`config.mk`:
```
export PLATFORM = sky130hd
export DESIGN_NAME = ads1675_multi_rx
export DESIGN_NICKNAME = d
export VERILOG_FILES = /design/src/rtl/ads1675_multi_rx.sv
export SDC_FILE = /design/constraint.sdc
export NUM_CORES = 1
export LEC_CHECK = 0
export CORE_MARGIN = 1.5
export CORE_UTILIZATION = 54
export CTS_CLUSTER_SIZE = 10
export DETAILED_ROUTE_END_ITERATION = 8
export HOLD_SLACK_MARGIN = 0.15
export PLACE_DENSITY = 0.79
export RECOVER_POWER = 100
export REMOVE_ABC_BUFFERS = 1
export SLEW_MARGIN = 20
export SYNTH_ARGS = -nofsm -noshare
export SYNTH_HDL_FRONTEND = slang
export SYNTH_SLANG_ARGS = --single-unit
```
`constraint.sdc`:
```
create_clock -name clk -period 3.1 [get_ports clk]
set_input_delay 0.465 -clock clk [delete_from_list [all_inputs] [get_ports clk]]
set_output_delay 0.465 -clock clk [all_outputs]
set_load 0.02 [all_outputs]
```
`src/rtl/ads1675_multi_rx.sv`:
```
// ads1675_multi_rx
//   Receives NCH ADS1675 ADCs that share one SCLK and DRDY and have their own
//   DOUT lines. After leaving IDLE it drops DISCARD_FRAMES frames, checks the
//   DRDY period on every frame, and emits each frame as one packed word on a
//   valid/ready stream.
//
//   Ports:
//     clk, rst            ADC SCLK (the only clock), synchronous active-high reset
//     en                  capture enable; also drives start
//     drdy, dout[NCH]     shared DRDY and per-channel serial data
//     m_data/m_valid/m_ready  packed word out, channel i at [i*DW +: DW]
//     frame_err, overflow one-cycle status pulses
//     err_sticky          OR of all status pulses since rst
//     dr, start, cs_n, pown, fpath, ll_cfg  static device straps
//
//   Build option ADS1675_STATUS_CNT_EN adds saturating err_cnt/ovf_cnt outputs.
`timescale 1ns/1ps
module ads1675_multi_rx #(
  parameter int          NCH            = 4,
  parameter int          DW             = 24,
  parameter int          FRAME_LEN      = 48,
  parameter int          MSB_OFFSET     = 0,
  parameter int          DISCARD_FRAMES = 2,
  parameter logic [2:0]  DR_CODE        = 3'b100
) (
  input  logic              clk,
  input  logic              rst,
  input  logic              en,
  input  logic              drdy,
  input  logic [NCH-1:0]    dout,
  output logic [NCH*DW-1:0] m_data,
  output logic              m_valid,
  input  logic              m_ready,
  output logic              frame_err,
  output logic              overflow,
  output logic              err_sticky,
  output logic [2:0]        dr,
  output logic              start,
  output logic              cs_n,
  output logic              pown,
  output logic              fpath,
  output logic              ll_cfg
`ifdef ADS1675_STATUS_CNT_EN
  ,
  output logic [15:0]       err_cnt,
  output logic [15:0]       ovf_cnt
`endif
);

  localparam logic [7:0] FL_M1  = 8'(FRAME_LEN - 1);
  localparam logic [7:0] TMO    = 8'(2 * FRAME_LEN);
  localparam logic [7:0] DONE   = 8'(MSB_OFFSET + DW);
  localparam logic [7:0] OFF    = 8'(MSB_OFFSET);
  localparam logic [7:0] DW8    = 8'(DW);
  localparam logic [7:0] DISC_N = 8'(DISCARD_FRAMES);

  typedef enum logic [1:0] {IDLE, SYNC, DISCARD, RUN} state_t;
  state_t state_q, state_d;

  logic              drdy_r_q, drdy_rr_q;
  logic [NCH-1:0]    dout_r_q;
  logic [7:0]        period_cnt_q, period_cnt_d;
  logic [7:0]        disc_cnt_q, disc_cnt_d;
  logic [7:0]        bit_cnt_q, bit_cnt_d;
  logic              frame_ok_q, frame_ok_d;
  logic [NCH*DW-1:0] sh_q, sh_d;
  logic [NCH*DW-1:0] m_data_q, m_data_d;
  logic              m_valid_q, m_valid_d;
  logic              frame_err_q, frame_err_d;
  logic              overflow_q, overflow_d;
  logic              err_sticky_q, err_sticky_d;

  logic       fsync, checking, match, timeout, disc_last, emit, shift_en;
  logic [7:0] cyc;

  // Input pipeline is left out of reset so a DRDY already high when rst
  // releases is not mistaken for a fresh rising edge.
  always_ff @(posedge clk) begin
    drdy_r_q  <= drdy;
    drdy_rr_q <= drdy_r_q;
    dout_r_q  <= dout;
  end

  always_comb begin
    fsync     = drdy_r_q & ~drdy_rr_q;
    checking  = en && (state_q == DISCARD || state_q == RUN);
    match     = (period_cnt_q == FL_M1);
    timeout   = checking && !fsync && (period_cnt_q == TMO);
    disc_last = ((disc_cnt_q + 8'd1) == DISC_N);
    // bit position within the frame, 0 on the fsync cycle itself
    cyc       = fsync ? '0 : bit_cnt_q;
    // wraps to a large value before MSB_OFFSET, so one compare covers the window
    shift_en  = ((cyc - OFF) < DW8);
    emit      = en && (state_q == RUN) && frame_ok_q && (cyc == DONE);
  end

  // next-state logic
  always_comb begin
    state_d = state_q;
    if (!en) begin
      state_d = IDLE;
    end else begin
      case (state_q)
        IDLE:    state_d = SYNC;
        SYNC:    if (fsync) state_d = (DISCARD_FRAMES == 0) ? RUN : DISCARD;
        DISCARD: if (timeout) state_d = SYNC;
                 else if (fsync && match && disc_last) state_d = RUN;
        RUN:     if (timeout) state_d = SYNC;
        default: state_d = IDLE;
      endcase
    end
  end

  // datapath and outputs
  always_comb begin
    period_cnt_d = '0;
    if (checking && !fsync)
      period_cnt_d = (period_cnt_q == 8'hFF) ? period_cnt_q : period_cnt_q + 8'd1;

    frame_err_d = checking && ((fsync && !match) || timeout);

    disc_cnt_d = disc_cnt_q;
    if (!en || state_q == IDLE)             disc_cnt_d = '0;
    else if (fsync && state_q == SYNC)      disc_cnt_d = '0;
    else if (fsync && state_q == DISCARD)   disc_cnt_d = match ? disc_cnt_q + 8'd1 : '0;

    // A frame is eligible for output only if it opened in RUN (or on the
    // edge entering RUN) with a correct period; any later fsync re-decides.
    if (fsync)
      frame_ok_d = en && ((state_q == SYNC && DISCARD_FRAMES == 0) ||
                          (state_q == DISCARD && match && disc_last) ||
                          (state_q == RUN && match));
    else
      frame_ok_d = frame_ok_q && (state_d == RUN);

    bit_cnt_d = (cyc > DONE) ? cyc : cyc + 8'd1;

    sh_d = sh_q;
    if (shift_en)
      for (int unsigned i = 0; i < NCH; i++)
        sh_d[i*DW +: DW] = {sh_q[i*DW +: DW-1], dout_r_q[i]};

    m_data_d   = m_data_q;
    m_valid_d  = m_valid_q;
    overflow_d = 1'b0;
    if (emit) begin
      m_data_d   = sh_q;
      m_valid_d  = 1'b1;
      overflow_d = m_valid_q && !m_ready;
    end else if (m_valid_q && m_ready) begin
      m_valid_d = 1'b0;
    end

    err_sticky_d = err_sticky_q | frame_err_d | overflow_d;
  end

  always_ff @(posedge clk) begin
    if (rst) begin
      state_q      <= IDLE;
      period_cnt_q <= '0;
      disc_cnt_q   <= '0;
      bit_cnt_q    <= '0;
      frame_ok_q   <= 1'b0;
      sh_q         <= '0;
      m_data_q     <= '0;
      m_valid_q    <= 1'b0;
      frame_err_q  <= 1'b0;
      overflow_q   <= 1'b0;
      err_sticky_q <= 1'b0;
    end else begin
      state_q      <= state_d;
      period_cnt_q <= period_cnt_d;
      disc_cnt_q   <= disc_cnt_d;
      bit_cnt_q    <= bit_cnt_d;
      frame_ok_q   <= frame_ok_d;
      sh_q         <= sh_d;
      m_data_q     <= m_data_d;
      m_valid_q    <= m_valid_d;
      frame_err_q  <= frame_err_d;
      overflow_q   <= overflow_d;
      err_sticky_q <= err_sticky_d;
    end
  end

`ifdef ADS1675_STATUS_CNT_EN
  logic [15:0] err_cnt_q, err_cnt_d, ovf_cnt_q, ovf_cnt_d;

  always_comb begin
    err_cnt_d = err_cnt_q;
    ovf_cnt_d = ovf_cnt_q;
    if (frame_err_d && err_cnt_q != 16'hFFFF) err_cnt_d = err_cnt_q + 16'd1;
    if (overflow_d  && ovf_cnt_q != 16'hFFFF) ovf_cnt_d = ovf_cnt_q + 16'd1;
  end

  always_ff @(posedge clk) begin
    if (rst) begin
      err_cnt_q <= '0;
      ovf_cnt_q <= '0;
    end else begin
      err_cnt_q <= err_cnt_d;
      ovf_cnt_q <= ovf_cnt_d;
    end
  end

  assign err_cnt = err_cnt_q;
  assign ovf_cnt = ovf_cnt_q;
`endif

  assign m_data     = m_data_q;
  assign m_valid    = m_valid_q;
  assign frame_err  = frame_err_q;
  assign overflow   = overflow_q;
  assign err_sticky = err_sticky_q;
  assign dr         = DR_CODE;
  assign start      = en;
  assign cs_n       = 1'b0;
  assign pown       = 1'b1;
  assign fpath      = 1'b0;
  assign ll_cfg     = 1'b1;

endmodule

```
==> flow_summary_export.csv, run 1 <==
group,metric,value,unit
die,initial_core_util,55.0,%
clocking,post_cts_buffers,0,
die,chipHeight,130,microns
power,swShare,20.5,%
sta,whs,401,ps
synthesis,synthArstFlopShare,0,%
power,switching_power,0.00115,W
hold_path,hold_start,"drdy_r_q",
place,dpl_cell_area,9840,sq um
power,p_int,0.00446,W
clocking,cts_resized,0,
sta,finalSetupTns,0,ps
drt,routedWlPerCell,14.6,microns
clocking,cts_tree,"yes",
worst_setup_path,cp.arrival,2980,ps
power,clkPwrFrac,45.3,%
sta,final_max_slew_viol_count,0,
global_routing,grt_pass1_wl,32200,microns
layout,fin_nets,1139,
layout,design_area,10500,sq um
drt,drt_iter0_markers,774,
sta,hold_violations,0,
global_routing,grt_usage,22.9,%
layout,diodes,0,
worst_setup_path,crit-reg2reg-capture,"sh_q[46]",
sta,setup_viol_count_final,0,
drt,vias,7583,
sta,worst_pin_slew,995,ps
global_routing,antenna_found_initial,0,
die,dieArea,16800,sq um
synthesis,synth_flop_cell,"dfxtp_1",
sta,layout_setup_ws,549,ps
place,preCtsSetupSlack,696,ps
global_routing,gr-total-overflow,0,
clocking,htreeDepth,1,
synthesis,yosys_warnings,0,
drt,via_per_inst,5.66,
clocking,clk_latency,520,ps
power,pwr-share-seq,52.9,%
hold_path,whs_path_depth,0,
sta,grt_setup_unrepaired,"no",
die,chipWidth,130,microns
hold_path,min_path_type,"register to register",
worst_setup_path,worstSetupPathType,"register to register",
power,leakagePower,3.75,nW
drt,firstDrtPassIters,5,
drt,drc,0,
synthesis,yosysUniqueCellTypes,50,
layout,drive_gt1_share,4.27,%
worst_setup_path,ff2ff_path_depth,5,
clocking,hold_buffers,0,
sta,slew_headroom,33.7,%
sta,clock_skew,17.8,ps
layout,final_util,66.5,%
power,combPwrFrac,1.8,%
power,ir_worst_vdd,427,uV
layout,area_growth_syn_to_layout,21.0,%
worst_setup_path,endpoint_kind,"register",
clocking,clk_pin_slew,60,ps
worst_setup_path,critPathRequiredTime,3530,ps
clocking,cts_buffers,26,
die,core,15800,sq um
clocking,cts_sinks,229,
clocking,clock_path_buffers,3,
global_routing,grt_max_degree,115,
worst_setup_path,reg2reg_setup_slack,550,ps
place,place_congestion,0.821,
sta,post-route-min-period,2550,ps
sta,fmax,392,MHz
die,row_count,46,
worst_setup_path,cp_max_fo,88,
die,io_pins,117,
sta,post-route-period-util,82.3,%
place,port_buffers,109,
hold_path,hold_end,"drdy_rr_q",
synthesis,syn-instance-count,1068,
place,dp_hpwl,11400,microns
layout,fillers,1362,
worst_setup_path,startpoint_type,"register",
synthesis,syn-cell-area,8670,sq um
clocking,root_buffer,"clkbuf_16",
synthesis,postSynthAreaPerCell,8.12,sq um
synthesis,yosysSeqAreaShare,52.9,%
run,drv_cap,0,
outcome,status,"completed",
power,powerDensity,536,nW/um^2
drt,totalWireLength,19500,microns
global_routing,grt_pass1_vias,6756,
worst_setup_path,reg2reg_from,"bit_cnt_q[6]",
synthesis,synth-seq-cells,229,
synthesis,synth-edff-count,0,
drt,drt.antenna.violating_nets,0,
-- worst max path at each step --
| stage | start | to | slack [ps] |
|---|---|---|---|
| 5_1_grt | bit_cnt_q[6] | sh_q[22] | 360 |
| 6_report | bit_cnt_q[6] | sh_q[46] | 550 |
| 3_5_place_dp | en | m_data[93] | 700 |
| 4_1_cts | en | start | 870 |
| 2_1_floorplan | drdy_r_q | sh_q[0] | -1190 |
| 3_3_place_gp | en | m_data[28] | 810 |
-- synthesized netlist by cell type (3+ instances only) --
cell type	number	area (sq um)
o21ai_0	106	531
nor2b_1	3	18.8
nor3_1	12	60.1
nor2_1	11	41.3
nand3_1	108	541
dfxtp_1	229	4580
or3_1	5	31.3
clkbuf_1	77	289
mux2i_1	4	40.0
ha_1	6	75.1
xnor2_1	5	43.8
and3_1	11	68.8
buf_2	12	60.1
nand4_1	6	37.5
a21o_1	3	22.5
nand2b_1	4	25.0
buf_4	8	60.1
nand2_1	207	777
a21oi_1	203	1020
inv_1	10	37.5
-- sequential cells by signal (all words and copies together) (netlist names), 2 cells and up --
name,flops
bit_cnt_q,8
m_data,96
sh_q,96
state_q,2
period_cnt_q,8
dout_r_q,4
disc_cnt_q,8
-- layer usage --
metal | up-vias | routed length (microns) | track usage, %
li1 | 3781 | - | -
met1 | 3550 | 8910 | 31.5
met2 | 222 | 9260 | 38.0
met3 | 30 | 1030 | 3.12
met4 | 0 | 318 | 6.67
met5 | - | 0 | 0
-- critical path, cell delays in order, from the launching register on --
cell,delay [ps]
dfxtp_1,300
nor3_1,730
a21o_4,270
clkbuf_4,790
nand2_1,150
a21oi_1,180
-- cell families (layout without fill, tap and decap cells) --
group / after synthesis / after routing / synth area share, %
other cells: 2 / 7 / 0.0866
fa+ha+maj: 6 / 6 / 0.866
xor+xnor: 5 / 5 / 0.505
buf+inv: 109 / 160 / 5.33
mux: 4 / 4 / 0.462
compound gates: 330 / 330 / 19.8
simple gates: 383 / 383 / 20.0
flops: 229 / 229 / 52.9
-- power groups by stage --
stage	clock network, W	logic, W	registers [W]
finish	0.00254	0.000100	0.00297
global route	0.00271	0.000111	0.00297
CTS	0.00260	0.000101	0.00297
detailed placement	0	0.000101	0.00304
global placement	0	0.0000996	0.00304
floorplan	0	0.0000350	0.00303
-- layout by cell type (no fill, tap or decap), types with 2 or more instances in the layout --
| master | netlist | routed |
|---|---|---|
| dfxtp_1 | 229 | 229 |
| nand2_1 | 207 | 207 |
| a21oi_1 | 203 | 202 |
| nand3_1 | 108 | 107 |
| o21ai_0 | 106 | 106 |
| dlygate4sd3_1 | 0 | 106 |
| clkbuf_16 | 0 | 26 |
| nor3_1 | 12 | 12 |
| nor2_1 | 11 | 11 |
| inv_1 | 10 | 10 |
| and3_1 | 11 | 10 |
| conb_1 | 2 | 7 |
| nand4_1 | 6 | 6 |
| or3_1 | 5 | 6 |
| ha_1 | 6 | 6 |
| buf_4 | 8 | 6 |
| xnor2_1 | 5 | 5 |
| buf_12 | 0 | 5 |
| nand2b_1 | 4 | 4 |
| mux2i_1 | 4 | 4 |
| nor2b_1 | 3 | 3 |
| a31oi_1 | 2 | 2 |
| nor4b_1 | 2 | 2 |
| nor3b_1 | 2 | 2 |
| a21o_1 | 3 | 2 |
| nand3b_1 | 2 | 2 |
| o2111ai_1 | 2 | 2 |
| a211oi_1 | 2 | 2 |
| clkbuf_1 | 77 | 2 |
| clkdlybuf4s50_1 | 0 | 2 |
-- cell type report --
type	count	area [sq um]	area share [%]
flip-flops and latches	229	4580	43.7
multi-input cells	735	3670	35.0
repair buffers	122	1250	11.9
clock buffers	27	654	6.24
well taps	216	270	2.58
inverters	10	37.5	0.358
clock inverters	1	16.3	0.155
-- stage by stage --
step                      instances  total power (W)
after floorplan                 974          0.00307
after global placement         1312          0.00314
after detailed placement       1312          0.00314
after CTS                      1340          0.00567
after global routing           1340          0.00580
final                          1340          0.00562
Note: power is estimated with default switching activity, not from simulation.
==> run 2: changes to the inputs <==
==> constraint.sdc (replaced) <==
create_clock -name clk -period 2.6 [get_ports clk]
set_input_delay 0.39 -clock clk [delete_from_list [all_inputs] [get_ports clk]]
set_output_delay 0.39 -clock clk [all_outputs]
set_load 0.02 [all_outputs]
==> flow_summary_export.csv, run 2 (same netlist as run 1, synthesis figures left out) <==
group,metric,value,unit
die,io_pins,117,
clocking,cts_buffers,26,
sta,final_max_slew_viol_count,0,
clocking,cts_resized,0,
drt,totalWireLength,20000,microns
global_routing,grt_pass1_wl,32600,microns
layout,layout_commonest_cell,"dfxtp_1",
clocking,clk_latency,510,ps
clocking,clk_pin_slew,50,ps
power,pwr-share-seq,52.6,%
global_routing,grt_usage,23.4,%
sta,hold_violations,0,
drt,vias,7640,
clocking,htreeDepth,1,
power,p_int,0.00537,W
worst_setup_path,critPathRequiredTime,3040,ps
drt,drt_iter0_markers,572,
power,switching_power,0.00137,W
power,leakagePower,3.79,nW
layout,design_area,10600,sq um
sta,post-route-min-period,2170,ps
outcome,status,"completed",
sta,slew_headroom,31.6,%
layout,fillers,1353,
power,combPwrFrac,1.8,%
global_routing,antenna_found_initial,0,
global_routing,grt_max_degree,133,
sta,setup_viol_count_final,0,
power,clkPwrFrac,45.6,%
clocking,post_cts_buffers,0,
drt,drt.antenna.violating_nets,0,
sta,clock_skew,5.59,ps
place,port_buffers,109,
drt,firstDrtPassIters,5,
place,dp.cells,1318,
drt,routedWlPerCell,14.9,microns
place,dp_hpwl,11700,microns
die,dieArea,16800,sq um
place,place_congestion,0.886,
die,chipWidth,130,microns
layout,drive_gt1_share,4.69,%
worst_setup_path,cp.arrival,2610,ps
global_routing,grt_pass1_vias,6707,
sta,fmax,460,MHz
clocking,cts_sinks,229,
clocking,root_buffer,"clkbuf_16",
worst_setup_path,cp_max_fo,19,
die,core,15800,sq um
die,chipHeight,130,microns
worst_setup_path,endpoint_kind,"register",
worst_setup_path,startpoint_type,"register",
power,ir_worst_vdd,482,uV
place,preCtsSetupSlack,493,ps
die,row_count,46,
power,powerDensity,639,nW/um^2
power,finalPower,0.00674,W
worst_setup_path,worstSetupPathType,"register to register",
clocking,clock_path_buffers,3,
sta,post-route-period-util,83.5,%
die,initial_core_util,55.0,%
drt,drc,0,
layout,mostFrequentLayoutCells,"dfxtp_1, nand2_1, a21oi_1, nand3_1",
sta,worst_pin_slew,1030,ps
global_routing,gr-total-overflow,0,
layout,fin_nets,1145,
sta,layout_setup_ws,428,ps
layout,area_growth_syn_to_layout,21.8,%
power,swShare,20.3,%
place,dpl_cell_area,9890,sq um
hold_path,min_path_type,"input port to register",
drt,via_per_inst,5.68,
clocking,cts_tree,"yes",
layout,diodes,0,
sta,grt_setup_unrepaired,"no",
layout,final_cell_count_no_fill,1346,
run,drv_cap,0,
clocking,hold_buffers,0,
run 2: changes by cell type in the layout (fill, tap and decap cells not counted), sizes merged:
| cell | previous run | this run |
|---|---|---|
| buf | 12 | 18 |
| clkbuf | 29 | 30 |
| clkinv | 1 | 0 |
run 2: worst paths after layout:
check,slack [ps],endpoint,from,cells after the start
worst min-delay path,240,sh_q[35],rst,2
worst max register to register,430,m_data[52],drdy_r_q,8
worst min register to register,400,drdy_rr_q,drdy_r_q,0
worst max-delay path,430,m_data[52],drdy_r_q,8
run 2: per-stage QoR:
stage                     setup TNS (ps)  hold slack [ps]  utilization [%]
final                                  0              237             66.9
after global routing                   0              237             66.9
after CTS                              0              216             67.1
after detailed placement               0              386             62.7
after global placement                 0              381             62.7
after floorplan                  -234260              355                -
run 2: critical path, stage by stage (launching register included):
cell and delay (ps):
dfxtp_1 380, nand2b_1 210, nand2_1 170, ha_1 140, nor2b_1 210, and4_4 440, buf_4 300, nand3_1 120
a21oi_1 130
run 2: power by group through the flow:
| stage | Combinational [W] | Sequential [W] | Clock (W) |
|---|---|---|---|
| finish | 0.000119 | 0.00355 | 0.00308 |
| global route | 0.000131 | 0.00355 | 0.00327 |
| CTS | 0.000121 | 0.00354 | 0.00314 |
| detailed placement | 0.000120 | 0.00362 | 0 |
| global placement | 0.000119 | 0.00362 | 0 |
| floorplan | 0.0000417 | 0.00362 | 0 |
run 2: cell type report:
type / count / area [sq um] / share of cell area (%)
Tap cell: 216 / 270 / 2.56
Inverter: 10 / 37.5 / 0.356
Multi-Input combinational cell: 735 / 3670 / 34.8
Timing Repair Buffer: 128 / 1320 / 12.5
Sequential cell: 229 / 4580 / 43.4
Clock buffer: 28 / 679 / 6.44
run 2: metal layers:
metal / part of all wire, % / vias to the layer above / global-route usage [%]
li1: - / 3781 / -
met1: 45 / 3618 / 32.6
met2: 48 / 217 / 37.9
met3: 5.2 / 24 / 3.32
met4: 1.5 / 0 / 7.06
met5: 0 / - / 0
==> run 3: changes to the inputs <==
==> constraint.sdc (replaced) <==
create_clock -name clk -period 2.1 [get_ports clk]
set_input_delay 0.315 -clock clk [delete_from_list [all_inputs] [get_ports clk]]
set_output_delay 0.315 -clock clk [all_outputs]
set_load 0.02 [all_outputs]
==> flow_summary_export.csv, run 3 (same netlist as run 1, synthesis figures left out) <==
group,metric,value,unit
clocking,hold_buffers,0,
clocking,root_buffer,"clkbuf_16",
drt,wl_met3,1040,microns
worst_setup_path,endpoint_kind,"register",
global_routing,antenna_found_initial,0,
drt,drt_iter0_markers,790,
layout,drive_gt1_share,4.94,%
clocking,cts_buffers,26,
drt,routedWlPerCell,15.4,microns
global_routing,gr-total-overflow,0,
die,chipHeight,130,microns
worst_setup_path,critPathMaxStageDelay,310,ps
worst_setup_path,critPathRequiredTime,2460,ps
sta,fmax,496,MHz
sta,final_max_slew_viol_count,0,
die,dieArea,16800,sq um
hold_path,min_path_type,"input port to register",
place,port_buffers,109,
worst_setup_path,cp.arrival,2380,ps
drt,via_per_inst,5.72,
sta,clock_skew,6.94,ps
power,leakagePower,3.81,nW
clocking,cts_tree,"yes",
die,io_pins,117,
outcome,status,"completed",
layout,fin_nets,1149,
clocking,clk_latency,510,ps
place,preCtsSetupSlack,107,ps
global_routing,grt_max_degree,156,
sta,post-route-min-period,2020,ps
layout,fillers,1366,
layout,layout_commonest_cell,"dfxtp_1",
place,place_congestion,0.834,
drt,top_layer_used,"met4",
layout,final_cell_count_no_fill,1350,
drt,wl_met2,10200,microns
global_routing,grt_usage,23.5,%
drt,drt.antenna.violating_nets,0,
drt,totalWireLength,20800,microns
global_routing,grt_pass1_wl,32800,microns
place,dp.cells,1319,
place,dp_hpwl,11600,microns
drt,drc,0,
sta,setup_viol_count_final,0,
clocking,clock_path_buffers,3,
power,finalPower,0.00829,W
power,ir_worst_vdd,568,uV
layout,diodes,0,
clocking,clk_pin_slew,50,ps
sta,layout_setup_ws,82.8,ps
die,row_count,46,
layout,mostFrequentLayoutCells,"dfxtp_1, nand2_1, a21oi_1, nand3_1, dlygate4sd3_1",
die,chipWidth,130,microns
clocking,cts_sinks,229,
die,initial_core_util,55.0,%
layout,final_util,67.2,%
die,core,15800,sq um
run,drv_cap,0,
drt,vias,7717,
clocking,htreeDepth,1,
worst_setup_path,crit_slowest_cell,"dfxtp_1",
worst_setup_path,cp_max_fo,48,
sta,hold_violations,0,
drt,wl_met1,9100,microns
global_routing,grt_pass1_vias,6825,
worst_setup_path,worstSetupPathType,"register to register",
sta,slew_headroom,50.9,%
sta,whs,180,ps
drt,firstDrtPassIters,6,
layout,area_growth_syn_to_layout,22.3,%
sta,worst_pin_slew,736,ps
worst_setup_path,critical_path.cell_chain,"nand2b_2 -> nand2_1 -> ha_1 -> nor2b_1 -> nand4_1 -> buf_4 -> buf_6 -> o21ai_0 -> a21oi_1",
power,powerDensity,782,nW/um^2
sta,post-route-period-util,96.1,%
worst_setup_path,startpoint_type,"register",
-- run 3: cell types whose count changed in the layout (fill, tap and decap cells not counted), moves of 3 or more --
cell and change:
buf_4 -3, buf_6 +4, o21ai_0 -3, o21ai_1 +3
-- run 3: metal layers --
layer	GRT usage, %	up-vias
li1	-	3799
met1	31.7	3683
met2	39.8	201
met3	2.91	34
met4	6.80	0
met5	0	-
-- run 3: worst paths after layout --
path	slack, ps	from	end	cells after the start
worst max-delay path	80	drdy_rr_q	m_data[38]	9
worst min-delay path	180	rst	state_q[1]	3
worst max register to register	80	drdy_rr_q	m_data[38]	9
worst min register to register	400	drdy_r_q	drdy_rr_q	0
-- run 3: repair_timing --
action | CTS | global route
gates resized for setup | 0 | 7
setup buffers | 0 | 1
setup endpoints to repair | 0 | 88
hold endpoints to repair | 0 | 0
-- run 3: final cells by class --
class / instances / area [sq um] / area share [%]
flip-flops and latches: 229 / 4580 / 43.3
multi-input cells: 735 / 3670 / 34.6
repair buffers: 132 / 1370 / 12.9
clock buffers: 27 / 654 / 6.17
well taps: 216 / 270 / 2.55
inverters: 10 / 37.5 / 0.354
clock inverters: 1 / 16.3 / 0.153
-- run 3: per-stage QoR --
step,cell area [sq um],setup TNS [ps]
CTS,10600,0
finish,10600,0
floorplan,8260,-332260
detailed placement,9940,0
global route,10600,-34.0
global placement,9940,0
-- run 3: power by group --
part / switching [W] / leakage, nW / internal [W]
Sequential: 0.0000184 / 1.85 / 0.00437
Clock: 0.00157 / 0.328 / 0.00218
Combinational: 0.000108 / 1.63 / 0.0000406
Total: 0.00170 / 3.81 / 0.00659
-- run 3: worst max-delay path, delay by kind of cell (launching register included) --
family,cells,cell delay (ps)
and+or+nand+nor,4,680
buffers and inverters,2,390
AOI/OAI and AO/OA,2,350
DFF,1,310
adders and majority gates,1,140
